===== src/rtl/armleocpu_decode_pkg.sv =====
`default_nettype none
// armleocpu_decode_pkg: shared widths, opcodes, funct3 values and immediate formats for the decode stage.
// Revision: 1.0
package armleocpu_decode_pkg;

    localparam int F2E_TYPE_WIDTH = 2;
    localparam logic [F2E_TYPE_WIDTH-1:0] F2E_TYPE_INSTR             = 2'd0;
    localparam logic [F2E_TYPE_WIDTH-1:0] F2E_TYPE_INTERRUPT_PENDING = 2'd1;

    localparam int ARMLEOCPU_D2F_CMD_WIDTH = 2;
    localparam logic [ARMLEOCPU_D2F_CMD_WIDTH-1:0] ARMLEOCPU_D2F_CMD_NONE         = 2'd0;
    localparam logic [ARMLEOCPU_D2F_CMD_WIDTH-1:0] ARMLEOCPU_D2F_CMD_START_BRANCH = 2'd1;
    localparam logic [ARMLEOCPU_D2F_CMD_WIDTH-1:0] ARMLEOCPU_D2F_CMD_FLUSH        = 2'd2;

    localparam logic [6:0] OPCODE_LUI      = 7'b0110111;
    localparam logic [6:0] OPCODE_AUIPC    = 7'b0010111;
    localparam logic [6:0] OPCODE_JAL      = 7'b1101111;
    localparam logic [6:0] OPCODE_JALR     = 7'b1100111;
    localparam logic [6:0] OPCODE_BRANCH   = 7'b1100011;
    localparam logic [6:0] OPCODE_LOAD     = 7'b0000011;
    localparam logic [6:0] OPCODE_STORE    = 7'b0100011;
    localparam logic [6:0] OPCODE_OP_IMM   = 7'b0010011;
    localparam logic [6:0] OPCODE_OP       = 7'b0110011;
    localparam logic [6:0] OPCODE_MISC_MEM = 7'b0001111;
    localparam logic [6:0] OPCODE_SYSTEM   = 7'b1110011;

    localparam logic [2:0] FUNCT3_SYSTEM_PRIV  = 3'b000;
    localparam logic [2:0] FUNCT3_SYSTEM_RSVD  = 3'b100;
    localparam logic [2:0] FUNCT3_MISC_FENCE   = 3'b000;
    localparam logic [2:0] FUNCT3_MISC_FENCE_I = 3'b001;

    localparam logic [6:0] FUNCT7_BASE = 7'b0000000;
    localparam logic [6:0] FUNCT7_ALT  = 7'b0100000;

    // Privileged SYSTEM encodings are fixed words (funct3 == 0).
    localparam logic [31:0] INSTR_ECALL  = 32'h00000073;
    localparam logic [31:0] INSTR_EBREAK = 32'h00100073;
    localparam logic [31:0] INSTR_MRET   = 32'h30200073;
    localparam logic [31:0] INSTR_WFI    = 32'h10500073;

    typedef enum logic [2:0] {
        IMM_FMT_NONE = 3'd0,
        IMM_FMT_I    = 3'd1,
        IMM_FMT_S    = 3'd2,
        IMM_FMT_B    = 3'd3,
        IMM_FMT_U    = 3'd4,
        IMM_FMT_J    = 3'd5
    } imm_fmt_t;

    function automatic imm_fmt_t imm_fmt_of(input logic [6:0] opcode);
        case (opcode)
            OPCODE_OP_IMM, OPCODE_LOAD, OPCODE_JALR, OPCODE_SYSTEM: return IMM_FMT_I;
            OPCODE_STORE:                                           return IMM_FMT_S;
            OPCODE_BRANCH:                                          return IMM_FMT_B;
            OPCODE_LUI, OPCODE_AUIPC:                               return IMM_FMT_U;
            OPCODE_JAL:                                             return IMM_FMT_J;
            default:                                                return IMM_FMT_NONE;
        endcase
    endfunction

endpackage
`default_nettype wire


===== src/rtl/armleocpu_decode_imm.sv =====
`default_nettype none
// armleocpu_decode_imm: combinational immediate extraction and RV32I+Zicsr+Zifencei legality check.
// Revision: 1.0
module armleocpu_decode_imm
    import armleocpu_decode_pkg::*;
(
    input  logic [31:0] instr,
    output logic [31:0] imm,
    output logic        illegal
);

    logic [6:0] opcode;
    logic [2:0] funct3;
    logic [6:0] funct7;
    logic       legal_op;

    assign opcode = instr[6:0];
    assign funct3 = instr[14:12];
    assign funct7 = instr[31:25];

    always_comb begin
        imm = 32'd0;
        case (imm_fmt_of(opcode))
            IMM_FMT_I: imm = {{20{instr[31]}}, instr[31:20]};
            IMM_FMT_S: imm = {{20{instr[31]}}, instr[31:25], instr[11:7]};
            IMM_FMT_B: imm = {{19{instr[31]}}, instr[31], instr[7], instr[30:25], instr[11:8], 1'b0};
            IMM_FMT_U: imm = {instr[31:12], 12'd0};
            IMM_FMT_J: imm = {{11{instr[31]}}, instr[31], instr[19:12], instr[20], instr[30:21], 1'b0};
            default:   imm = 32'd0;
        endcase
    end

    always_comb begin
        legal_op = 1'b0;
        case (opcode)
            OPCODE_LUI, OPCODE_AUIPC, OPCODE_JAL: legal_op = 1'b1;
            OPCODE_JALR:   legal_op = (funct3 == 3'b000);
            OPCODE_BRANCH: legal_op = (funct3 != 3'b010) && (funct3 != 3'b011);
            OPCODE_LOAD:   legal_op = (funct3 != 3'b011) && (funct3 != 3'b110) && (funct3 != 3'b111);
            OPCODE_STORE:  legal_op = (funct3 == 3'b000) || (funct3 == 3'b001) || (funct3 == 3'b010);
            OPCODE_OP_IMM: begin
                // Only the shift forms constrain funct7.
                if (funct3 == 3'b001)
                    legal_op = (funct7 == FUNCT7_BASE);
                else if (funct3 == 3'b101)
                    legal_op = (funct7 == FUNCT7_BASE) || (funct7 == FUNCT7_ALT);
                else
                    legal_op = 1'b1;
            end
            OPCODE_OP: begin
                if (funct7 == FUNCT7_BASE)
                    legal_op = 1'b1;
                else if (funct7 == FUNCT7_ALT)
                    legal_op = (funct3 == 3'b000) || (funct3 == 3'b101);
                else
                    legal_op = 1'b0;
            end
            OPCODE_MISC_MEM: legal_op = (funct3 == FUNCT3_MISC_FENCE) || (funct3 == FUNCT3_MISC_FENCE_I);
            OPCODE_SYSTEM: begin
                if (funct3 == FUNCT3_SYSTEM_PRIV)
                    legal_op = (instr == INSTR_ECALL) || (instr == INSTR_EBREAK) ||
                               (instr == INSTR_MRET)  || (instr == INSTR_WFI);
                else
                    legal_op = (funct3 != FUNCT3_SYSTEM_RSVD);
            end
            default: legal_op = 1'b0;
        endcase
    end

    assign illegal = (instr[1:0] != 2'b11) || !legal_op;

endmodule
`default_nettype wire


===== src/rtl/armleocpu_decode.sv =====
`default_nettype none
// armleocpu_decode: single-register decode stage between fetch and execute with kill/serialize control.
// Revision: 1.0
module armleocpu_decode
    import armleocpu_decode_pkg::*;
(
    input  logic                               clk,
    input  logic                               rst,

    input  logic                               f2d_valid,
    input  logic [F2E_TYPE_WIDTH-1:0]          f2d_type,
    input  logic [31:0]                        f2d_instr,
    input  logic [31:0]                        f2d_pc,

    output logic                               d2f_ready,
    output logic [ARMLEOCPU_D2F_CMD_WIDTH-1:0] d2f_cmd,
    output logic [31:0]                        d2f_branchtarget,

    output logic                               d2e_valid,
    output logic [F2E_TYPE_WIDTH-1:0]          d2e_type,
    output logic [31:0]                        d2e_instr,
    output logic [31:0]                        d2e_pc,
    output logic [4:0]                         d2e_rs1,
    output logic [4:0]                         d2e_rs2,
    output logic [4:0]                         d2e_rd,
    output logic [31:0]                        d2e_imm,
    output logic                               d2e_illegal,

    input  logic                               e2d_ready,
    input  logic [ARMLEOCPU_D2F_CMD_WIDTH-1:0] e2d_cmd,
    input  logic [31:0]                        e2d_branchtarget,

    output logic                               dbg_pipeline_busy
);

    logic                      held_valid;
    logic                      serializing;
    logic [F2E_TYPE_WIDTH-1:0] held_type;
    logic [31:0]               held_instr;
    logic [31:0]               held_pc;
    logic [4:0]                held_rs1;
    logic [4:0]                held_rs2;
    logic [4:0]                held_rd;
    logic [31:0]               held_imm;
    logic                      held_illegal;

    logic [31:0] dec_imm;
    logic        dec_illegal;
    logic        is_interrupt;
    logic        beat_illegal;
    logic        beat_serializing;
    logic        kill;
    logic        ready;
    logic        capture;

    armleocpu_decode_imm u_imm (
        .instr   (f2d_instr),
        .imm     (dec_imm),
        .illegal (dec_illegal)
    );

    assign is_interrupt     = (f2d_type == F2E_TYPE_INTERRUPT_PENDING);
    assign beat_illegal     = !is_interrupt && dec_illegal;
    assign beat_serializing = is_interrupt || beat_illegal ||
                              (f2d_instr[6:0] == OPCODE_SYSTEM) ||
                              (f2d_instr[6:0] == OPCODE_MISC_MEM);

    // Execute commands are ignored while in reset so fetch never sees a stray branch.
    assign kill    = !rst && (e2d_cmd != ARMLEOCPU_D2F_CMD_NONE);
    assign ready   = !rst && (kill || (!serializing && (!held_valid || e2d_ready)));
    assign capture = f2d_valid && ready && !kill;

    always_ff @(posedge clk) begin
        if (rst) begin
            held_valid   <= 1'b0;
            serializing  <= 1'b0;
            held_type    <= '0;
            held_instr   <= 32'd0;
            held_pc      <= 32'd0;
            held_rs1     <= 5'd0;
            held_rs2     <= 5'd0;
            held_rd      <= 5'd0;
            held_imm     <= 32'd0;
            held_illegal <= 1'b0;
        end else if (kill) begin
            held_valid  <= 1'b0;
            serializing <= 1'b0;
        end else if (capture) begin
            held_valid   <= 1'b1;
            serializing  <= beat_serializing;
            held_type    <= f2d_type;
            held_instr   <= f2d_instr;
            held_pc      <= f2d_pc;
            held_rs1     <= f2d_instr[19:15];
            held_rs2     <= f2d_instr[24:20];
            held_rd      <= f2d_instr[11:7];
            held_imm     <= is_interrupt ? 32'd0 : dec_imm;
            held_illegal <= beat_illegal;
        end else if (e2d_ready && held_valid) begin
            held_valid <= 1'b0;
        end
    end

    assign d2f_ready        = ready;
    assign d2f_cmd          = rst ? ARMLEOCPU_D2F_CMD_NONE : e2d_cmd;
    assign d2f_branchtarget = e2d_branchtarget;

    // Outputs read as zero for the whole reset cycle, not only after the first edge.
    assign d2e_valid         = !rst && held_valid;
    assign d2e_type          = rst ? '0 : held_type;
    assign d2e_instr         = rst ? 32'd0 : held_instr;
    assign d2e_pc            = rst ? 32'd0 : held_pc;
    assign d2e_rs1           = rst ? 5'd0 : held_rs1;
    assign d2e_rs2           = rst ? 5'd0 : held_rs2;
    assign d2e_rd            = rst ? 5'd0 : held_rd;
    assign d2e_imm           = rst ? 32'd0 : held_imm;
    assign d2e_illegal       = !rst && held_illegal;
    assign dbg_pipeline_busy = !rst && (held_valid || serializing);

endmodule
`default_nettype wire


===== config.mk =====
export PLATFORM = sky130hd
export DESIGN_NAME = armleocpu_decode
export DESIGN_NICKNAME = d
export VERILOG_FILES = /design/src/rtl/armleocpu_decode_pkg.sv /design/src/rtl/armleocpu_decode_imm.sv /design/src/rtl/armleocpu_decode.sv
export SDC_FILE = /design/constraint.sdc
export NUM_CORES = 1
export LEC_CHECK = 0
export BUFFER_PORTS_ARGS = -buffer_cell sky130_fd_sc_hd__buf_2
export CORE_MARGIN = 10
export CORE_UTILIZATION = 46
export DETAILED_ROUTE_END_ITERATION = 6
export PLACE_DENSITY = 0.89
export SLEW_MARGIN = 40
export SYNTH_ARGS = -nofsm -noshare
export SYNTH_HDL_FRONTEND = slang
export SYNTH_SLANG_ARGS = --single-unit

===== constraint.sdc =====
create_clock -name clk -period 2 [get_ports clk]
set_input_delay 0.2 -clock clk [delete_from_list [all_inputs] [get_ports clk]]
set_output_delay 0.2 -clock clk [all_outputs]
set_load 0.01 [all_outputs]

Yosys cells after proc, flatten, opt, wreduce, memory -nomap -nowiden
Cells that the tools add are included.

Bits in registers: 116. Input bits: 104. Output and inout bits: 151.

Equal/unequal tests: 31. Mux-type cells: 19. Bitwise logic cells: 1. Reductions and logical operators: 42.

Operator list (count): $pmux 32 s5 (1); $mux 32 (4); $eq 32x21->1 const B (1); $eq 32x29->1 const B (1); $eq 32x30->1 const B (1); $eq 32x7->1 const B (1); $eq 7x6->1 const B (4); $eq 7x7->1 const B (4); $mux 5 (3); $pmux 3 s5 (1); $eq 7x5->1 const B (2); $logic_or 1x1->1 (14); $logic_and 1x1->1 (13); $eq 3x2->1 const B (3); $eq 3x3->1 const B (3); $ne 3x3->1 const B (3); $pmux 1 s9 (1); $eq 7x2->1 const B (1); $eq 7x4->1 const B (1); $logic_not 7->1 (1); $mux 1 (7); $eq 3x1->1 const B (2); $logic_not 1->1 (6); $ne 3x2->1 const B (2); other kinds (10) (13).

Depth between registers and ports, before layout
Word-level depth: 12. Mapped depth: 7.

Hierarchy
From an unflattened synthesis, not the netlist that was laid out.

Cell total of the unflattened synthesis: 547. Area, all modules: 5432.7 µm².

Modules (own cells, without submodules): armleocpu_decode (times used 1, cells an instance 429, area an instance 4630.7 µm²); armleocpu_decode_imm (times used 1, cells an instance 118, area an instance 802.0 µm²).

Worst setup path before layout
OpenSTA, ideal clock, no wires.

Kind: input-to-reg. From: input port rst. To: register held_imm[11]. Data arrival time: 1.615 ns. Required time: 1.872 ns. Path slack: 0.257 ns. Stages: 6. Path buffers: 3. Cell sequence: or3_4 or3b_1 buf_2 buf_2 buf_1 o2bb2ai_1.

Cells in the longest elaborated chain, start to end: 7. Elaborated cells between the ends (all ways): 9. Classes of those cells: 1 x bitwise; 8 x reduce/logical.

Ends and longest elaborated chain: start: declaration (line armleocpu_decode.sv:8) `input logic rst,`; $logic_not 1->1 (line armleocpu_decode.sv:69, armleocpu_decode.sv:70); $logic_and 1x1->1 (line armleocpu_decode.sv:69) `assign kill = !rst && (e2d_cmd != ARMLEOCPU_D2F_CMD_NONE);`; $logic_or 1x1->1 (line armleocpu_decode.sv:70) `assign ready = !rst && (kill || (!serializing && (!held_valid || e2d_ready)));`; $logic_and 1x1->1 (line armleocpu_decode.sv:70); $logic_and 1x1->1 (2 in series) (line armleocpu_decode.sv:71) `assign capture = f2d_valid && ready && !kill;`; $reduce_and 2->1 (no source line); end signal: assignment (line armleocpu_decode.sv:97) `held_imm <= is_interrupt ? 32'd0 : dec_imm;`; end: declaration (line armleocpu_decode.sv:44) `logic [31:0] held_imm;`.

Several ways; a longest one is shown, not always the timed one. A chain may end at the register's enable or synchronous reset.

Worst setup path in the final report
From: register held_valid. To: register held_instr[29].

Cells in the longest elaborated chain, start to end: 8.

Ends and longest elaborated chain: start: declaration (line armleocpu_decode.sv:36) `logic held_valid;`; start signal: assignment (line armleocpu_decode.sv:75) `held_valid <= 1'b0;`; start signal: assignment (line armleocpu_decode.sv:86) `held_valid <= 1'b0;`; start signal: assignment (line armleocpu_decode.sv:89) `held_valid <= 1'b1;`; $logic_not 1->1 (line armleocpu_decode.sv:70); $logic_or 1x1->1 (line armleocpu_decode.sv:70); $logic_and 1x1->1 (line armleocpu_decode.sv:70); $logic_or 1x1->1 (line armleocpu_decode.sv:70); $logic_and 1x1->1 (line armleocpu_decode.sv:70); $logic_and 1x1->1 (2 in series) (line armleocpu_decode.sv:71); $reduce_and 2->1 (no source line); end signal: assignment (line armleocpu_decode.sv:92) `held_instr <= f2d_instr;`; end: declaration (line armleocpu_decode.sv:39) `logic [31:0] held_instr;`.

No other way between the ends.

==> flow_metrics.tcl <==
set metrics [dict create \
    rsz0062_at_grt "false" \
    synth_top_area_frac 0.416 \
    slew_headroom 0.500 \
    synthCells 490 \
    grt_pass1_vias 4343 \
    drt-initial-drc-count 259 \
    numCtsBuffers 9 \
    crit_slowest_cell "buf_4" \
    start_kind "register" \
    cts-root-buf "clkbuf_8" \
    fp.dieW_um 123 \
    synth_cell_types 46 \
    worstSetupEndpointType "register" \
    stdcell_count 769 \
    cts_resized 0 \
    powerDensity_mw_per_mm2 685 \
    ys_ff_latch 101 \
    timing.hold.ws_ns 0.0573 \
    path_buf_inv 1 \
    hold_viol 0 \
    clk_pin_slew_ns 0.10 \
    crit_family "buffers and inverters" \
    yosysSeqAreaShare 0.416 \
    grt_max_degree 105 \
    wl_per_cell_um 19.4 \
    vias 4101 \
    power_w 0.00401 \
    place.detailed.hpwl_mm 11.4 \
    synth.avg_cell_area_um2 9.92 \
    min_path_type "input port to register" \
    htreeDepth 3 \
    n_antenna_cell 0 \
    place.gp.congestion 0.830 \
    regArea_mm2 0.00202 \
    viasPerCell 5.33 \
    ctsHoldBuffers 0 \
    slew_violations 0 \
    leakage_nw 2.83 \
    finalSetupViolations 0 \
    first_pass_iters 6 \
    crit_type "register to register" \
    num_io_pins 255 \
    syn-num-nets 594 \
    drive_above_1_share 0.466 \
    synth_area_leader_cell "dfxtp_1" \
    grt_first_pass_wirelength_mm 22.7 \
    crit_arrival_ns 2.04 \
    cts.path.max_buffers 2 \
    slowest_delay_ns 0.47 \
    postCtsSetupBuffers 0 \
    grt.overflow.total 0 \
    netlist_area_mm2 0.00486 \
    cp.required_ns 2.25 \
    dpl.cell_count 753 \
    syn2layout_area_growth_pct 20.5 \
    yosysWarnings 0 \
    max-cap-violations 0 \
    postRouteAntennaNets 0 \
    tritoncts "yes" \
    finalWirelength_mm 15.0 \
    ys_top_cells_by_area "dfxtp_1 (42%), mux2_2 (16%), nor2b_1 (13%)" \
    antenna_found_initial 0 \
    synth_ff_type "dfxtp_1" \
    yosysMostFrequentCell "nor2b_1" \
    dieHeight_um 123 \
    dieArea_mm2 0.0151 \
    synthArstFlopShare 0 \
    min_period_over_period 0.898 \
    worst_pin_slew_ns 0.750 \
    drc 0 \
    grt_use_total 0.190 \
    start_util 0.471 \
    nets 732 \
    multiInputGateArea_mm2 0.00233 \
    fin_setup_tns_ns 0 \
    fin_util 0.567 \
    max_freq_ghz 0.557 \
    cp_max_fo 46 \
    path_cells "nand2b_1 -> or3b_4 -> buf_4 -> mux2_2" \
    clock-sinks 101 \
    clock_skew_ns 0.00769 \
    core_area_mm2 0.0103 \
    synth_enable_flop_cells 0 \
    status "completed" \
    period_needed_ns 1.80 \
    clk_latency_ns 0.36 \
    fp-row-count 37 \
    fill_cells 899 \
    io_buffers 190 \
    netlist_top_cells_count "nor2b_1 (102), dfxtp_1 (101), mux2_2 (67), buf_4 (47), o2bb2ai_1 (27)" \
    vdd_drop_max_mv 0.443 \
]
[power breakdown]
part | total (W) | internal (W) | leakage (nW) | switching, W
logic | 0.000418 | 0.000185 | 1.89 | 0.000233
registers | 0.00207 | 0.00206 | 0.819 | 0.0000103
clock network | 0.00152 | 0.000815 | 0.123 | 0.000707
[worst register-to-register path, stage by stage, from the launching register on]
cell	delay, ns
dfxtp_1	0.37
nand2b_1	0.13
or3b_4	0.30
buf_4	0.47
mux2_2	0.42
[layout make-up]
cell class | instances | share of cell area
multi-input cells | 306 | 0.398
flip-flops and latches | 101 | 0.345
repair buffers | 205 | 0.183
well taps | 136 | 0.0291
clock buffers | 12 | 0.0282
clock inverters | 4 | 0.0133
inverters | 5 | 0.00321
[metal layers]
layer | global-route usage | vias up | share of wire | wire length [um]
met5 | 0 | - | 0 | 0
met4 | 0.0862 | 0 | 0.024 | 353
met3 | 0.0877 | 43 | 0.12 | 1840
met2 | 0.320 | 212 | 0.48 | 7240
met1 | 0.200 | 1912 | 0.37 | 5520
li1 | - | 1934 | - | -
[logic make-up (layout without fill, tap and decap cells)]
kind of cell	Yosys count	in the layout	synth area share
AOI/OAI and AO/OA	82	82	0.125
xor gates and xnor gates	1	1	0.00180
buffers and inverters	83	226	0.106
DFF	101	101	0.416
muxes	67	67	0.155
and+or+nand+nor	156	156	0.196
[through the flow]
| stage | instance area (um^2) | setup slack (ns) |
|---|---|---|
| 2_1_floorplan | 4860 | 0.257 |
| 3_3_place_gp | 5600 | -0.0773 |
| 3_5_place_dp | 5610 | 0.0543 |
| 4_1_cts | 5850 | 0.235 |
| 5_1_grt | 5850 | 0.134 |
| 6_report | 5850 | 0.204 |
[state kept, by name, indices dropped and copies added, names as in the netlist]
register and flops:
held_instr 32, held_type 2, serializing 1, held_illegal 1
held_valid 1, held_imm 32, held_pc 32
[final timing paths]
path | from | to | slack, ns | depth (start not counted)
hold reg to reg | held_illegal | held_illegal | 0.50 | 2
setup reg to reg | held_valid | held_instr[29] | 0.20 | 4
setup / recovery | held_valid | held_instr[29] | 0.20 | 4
hold / removal | f2d_pc[6] | held_pc[6] | 0.06 | 2
[cells in the final DEF (no fill, tap or decap), types with 4 or more instances in the layout]
master	netlist	layout
a21oi_1	24	24
a22o_1	7	7
a22oi_1	5	5
buf_2	10	189
buf_4	47	15
clkbuf_8	0	12
dfxtp_1	101	101
inv_1	5	5
mux2_2	67	67
nand2_1	7	7
nand2b_1	5	5
nand3_1	4	4
nor2_1	11	11
nor2b_1	102	102
nor3_1	4	4
o21ai_0	6	6
o2bb2ai_1	27	27
(Power assumes the default switching activity.)
